File: config.mk
export PLATFORM = sky130hd
export DESIGN_NAME = mux_rr_arbiter
export DESIGN_NICKNAME = d
export VERILOG_FILES = /design/src/rtl/mux_rr_arbiter.sv
export SDC_FILE = /design/constraint.sdc
export NUM_CORES = 1
export LEC_CHECK = 0
export ABC_CLOCK_PERIOD_IN_PS = 7100
export BUFFER_PORTS_ARGS = -buffer_cell sky130_fd_sc_hd__buf_4
export CORE_ASPECT_RATIO = 1.1
export CORE_MARGIN = 3
export CORE_UTILIZATION = 44
export DETAILED_ROUTE_END_ITERATION = 8
export PLACE_DENSITY_LB_ADDON = 0.3
export SLEW_MARGIN = 10
export SYNTH_ARGS = -nofsm -noshare
export SYNTH_HDL_FRONTEND = slang
export SYNTH_SLANG_ARGS = --single-unit
File: constraint.sdc
create_clock -name clk -period 7.1 [get_ports clk]
set_clock_uncertainty 0.15 [all_clocks]
set_input_delay 0.355 -clock clk [delete_from_list [all_inputs] [get_ports clk]]
set_output_delay 0.355 -clock clk [all_outputs]
set_load 0.02 [all_outputs]
File: src/rtl/mux_rr_arbiter.sv
// Round-robin owner selection for one shared N:1 mux. Registered one-hot grant,
// binary select and a valid qualifier; each ownership lasts at most MAX_HOLD cycles.
module mux_rr_arbiter #(
    parameter int N        = 16,
    parameter int SW       = 4,
    parameter int MAX_HOLD = 4
) (
    input  logic          clk,
    input  logic          rst,
    input  logic [N-1:0]  req,
    output logic [N-1:0]  gnt,
    output logic [SW-1:0] sel,
    output logic          sel_valid
);

    typedef enum logic {IDLE, GRANT} state_t;

    state_t        r_state;
    logic [SW-1:0] r_ptr;
    logic [SW-1:0] r_sel;
    logic [3:0]    r_cnt;
    logic [N-1:0]  r_gnt;
    logic          r_valid;

    logic [SW:0]   w_head;
    logic [SW:0]   w_next;
    logic          w_release;

    function automatic logic [SW-1:0] wrap_inc(input logic [SW-1:0] x);
        if (x == SW'(N - 1)) return '0;
        return x + 1'b1;
    endfunction

    // Returns {found, index}. Scanned from the far end so the nearest hit wins last.
    function automatic logic [SW:0] pick(input logic [SW-1:0] start, input logic [N-1:0] r);
        logic          found;
        logic [SW-1:0] idx;
        logic [SW:0]   pos;
        found = 1'b0;
        idx   = '0;
        for (int k = N - 1; k >= 0; k--) begin
            pos = {1'b0, start} + (SW+1)'(k);
            if (pos >= (SW+1)'(N)) pos = pos - (SW+1)'(N);
            if (r[pos[SW-1:0]]) begin
                found = 1'b1;
                idx   = pos[SW-1:0];
            end
        end
        return {found, idx};
    endfunction

    function automatic logic [N-1:0] onehot(input logic [SW-1:0] idx);
        logic [N-1:0] v;
        v      = '0;
        v[idx] = 1'b1;
        return v;
    endfunction

    assign w_head    = pick(r_ptr, req);
    assign w_next    = pick(wrap_inc(r_sel), req);
    assign w_release = !req[r_sel] || (r_cnt == 4'(MAX_HOLD));

    always_ff @(posedge clk) begin
        if (rst) begin
            r_state <= IDLE;
            r_ptr   <= '0;
            r_sel   <= '0;
            r_cnt   <= '0;
            r_gnt   <= '0;
            r_valid <= 1'b0;
        end else begin
            case (r_state)
                IDLE: begin
                    if (w_head[SW]) begin
                        r_gnt   <= onehot(w_head[SW-1:0]);
                        r_sel   <= w_head[SW-1:0];
                        r_valid <= 1'b1;
                        r_cnt   <= 4'd1;
                        r_state <= GRANT;
                    end
                end
                GRANT: begin
                    if (w_release) begin
                        r_ptr <= wrap_inc(r_sel);
                        // Hand over on the same edge; a lone requester re-picks itself.
                        if (w_next[SW]) begin
                            r_gnt <= onehot(w_next[SW-1:0]);
                            r_sel <= w_next[SW-1:0];
                            r_cnt <= 4'd1;
                        end else begin
                            r_gnt   <= '0;
                            r_valid <= 1'b0;
                            r_cnt   <= '0;
                            r_state <= IDLE;
                        end
                    end else begin
                        r_cnt <= r_cnt + 4'd1;
                    end
                end
                default: r_state <= IDLE;
            endcase
        end
    end

    assign gnt       = r_gnt;
    assign sel       = r_sel;
    assign sel_valid = r_valid;

endmodule

==> run metrics <==
Fmax=~0.17 GHz; share of the synthesized area in the top cell type=0.172; final worst path period need=approximately 6000 ps; drt pass-1 iters=6; cell with the most instances after synthesis=nor2_1; CP Launch Type=flip-flop; vias in the first global route=5,702; drt wl/cell=between 20 and 25 µm; worst slew pin tran=just under 900 ps; RR Startpoint=sel[0]$_SDFFE_PP0P_; area of the core=0.0127 mm²; IO Count=39; hold_buf cts=0; filler cell count=roughly 1,300; hold path start=rst; drt drc=0; crit path DAT=slightly above 6000 ps; first-pass GRT wire length=slightly above 30,000 µm; Hold Crit Class=in -> reg; Post-synth top cells=nor2_1, nand2_1, mux2i_1; fin crit share=0.845; initial antenna violation count=0; Worst Path Required=7140 ps; via count=between 6,000 and 7,000; Relative slew margins=0.401; CTS tree=built; Die Y=between 100 and 150 µm; Die X=115 µm; Final Hold Fails=0; # rows=43; asr flop ratio synth=0; postcts setup bufs=0; top_reg_cell synth=dfxtp_1; Initial Util=0.454; total number of yosys warnings=0; Synth cell types=78; R2R Setup Slk=between 1000 and 1500 ps; max cap viols=0; synthesized cell area=around 0.0058 mm²; Slew Viols, Final=0; crit end category=flip-flop; DIE AREA=between 0.01 and 0.015 mm²; H-tree Lvls=2; CP Max Fanout=16; Root Buffer=clkbuf_16; Post-DRT Antenna Nets=0; GRT Total Usage=0.256; Clock Pin Slew Worst Setup and Hold Paths=around 50 ps; clock sink count=30; most area-hungry cell type in the Yosys netlist=mux4_2; Via-to-Cell Ratio=6.90; IO Port Bufs=38; GPL Wtd Cong=about 0.94; estimated wirelength of the detail-placed design=approximately 14,000 µm; pin count of the biggest net entering global routing=31; critical path type=reg -> reg; Clock Path Buffers=2; Syn Nets=about 740; R2R cell count=15; final wirelength=between 15,000 and 20,000 µm; final setup violating endpoints=0; largest cells by area after synthesis=mux4_2, dfxtp_1, mux2i_1; unrepaired setup endpoints after global routing=false; setup TNS=0 ps; layout cells sized above 1=0.203; r2r endpoint=gnt[0]$_SDFFE_PP0P_; fin nets=roughly 750; Num CTS Buffers=5; GR Overflow Total=0; Syn Area/Cell=8.13 µm²; hold endpoint=r_ptr[0]$_SDFFE_PP0P_; later-pin clock latency in the skew report=~280 ps; post_cts resized=0; Post-synth EDFFs=0; run status=complete, no violations; cell count after synthesis=slightly above 700; initial DRC count=675; synthesized flop and latch total=30; # diodes=0; hold path depth=2; sequential element share of the synthesized area=0.104; area grow syn2layout=8.46%
## worst max path at each step
stage / from / to / slack [ps] / cells after the start
final: sel[0]$_SDFFE_PP0P_ / gnt[0]$_SDFFE_PP0P_ / 1100 / 15
after global routing: sel[0]$_SDFFE_PP0P_ / gnt[0]$_SDFFE_PP0P_ / 610 / 15
after global placement: sel[0]$_SDFFE_PP0P_ / gnt[3]$_SDFFE_PP0P_ / 1510 / 14
after CTS: sel[0]$_SDFFE_PP0P_ / gnt[0]$_SDFFE_PP0P_ / 1120 / 15
after detailed placement: sel[0]$_SDFFE_PP0P_ / gnt[0]$_SDFFE_PP0P_ / 1160 / 15
after floorplan: sel[1]$_SDFFE_PP0P_ / gnt[3]$_SDFFE_PP0P_ / 2180 / 17
## kinds of logic (layout without fill, tap and decap cells)
family	after synthesis	in the layout	synth area share
AOI/OAI and AO/OA	208	208	0.256
xor gates and xnor gates	21	21	0.0332
adders and majority gates	15	15	0.0325
buffers and inverters	63	73	0.0503
DFF	30	30	0.104
muxes	124	124	0.318
and+or+nand+nor	249	249	0.206
## per-layer routing
metal,GRT usage,share of wire
met1,0.341,0.40
met2,0.423,0.49
met3,0.0226,0.068
met4,0.108,0.043
met5,0,0
## metrics by stage
step	cells	cell area, µm²	util	setup WS [ps]	hold slack, ps
global route	877	6260	0.493	615	319
global placement	870	6090	0.480	1510	318
floorplan	710	5770	-	2180	308
CTS	877	6260	0.493	1120	301
detailed placement	870	6090	0.480	1160	333
finish	877	6260	0.493	1100	307
## final cells by class
class / count / area, µm² / share of cell area
tap: 157 / 196 / 0.0314
inverter: 22 / 82.6 / 0.0132
sequential: 30 / 601 / 0.0960
multi-input combinational: 617 / 4880 / 0.780
clock buffer: 6 / 139 / 0.0222
timing repair buffer: 44 / 330 / 0.0528
clock inverter: 1 / 30.0 / 0.00480
## layout by cell type, fill, tap and decap left out, drive strengths merged, types with 7 or more instances in the layout
cell    count
o211ai     10
a211oi     15
nor3       20
mux2i      52
and2        8
a311oi     13
or3         7
nor2b       9
dfxtp      30
a31oi      10
buf        44
mux4       44
o22ai       7
a221oi     10
a21oi      41
nor2       75
nand3      27
xnor2      19
inv        19
nand2      63
mux2       28
o21ai      40
ha         15
## worst max-delay path, stage by stage, from the launching register on
cell,delay [ps]
dfxtp_1,750
ha_1,510
xor2_2,630
inv_2,250
ha_1,270
mux2i_1,130
a21oi_1,100
o311ai_1,660
mux4_2,490
a211oi_1,270
a21oi_1,70
a2111oi_0,540
o41a_1,300
nor2_1,150
or3_1,380
a311oi_1,240
## state kept, by name, summed over array words and instances, names as in the netlist
name / count
r_ptr: 4
r_cnt: 4
sel: 4
sel_valid: 1
r_state: 1
gnt: 16
Power is left out: the tool's default activity adds up to more than one toggle a clock period on the data nets, which glitch-free logic cannot reach.
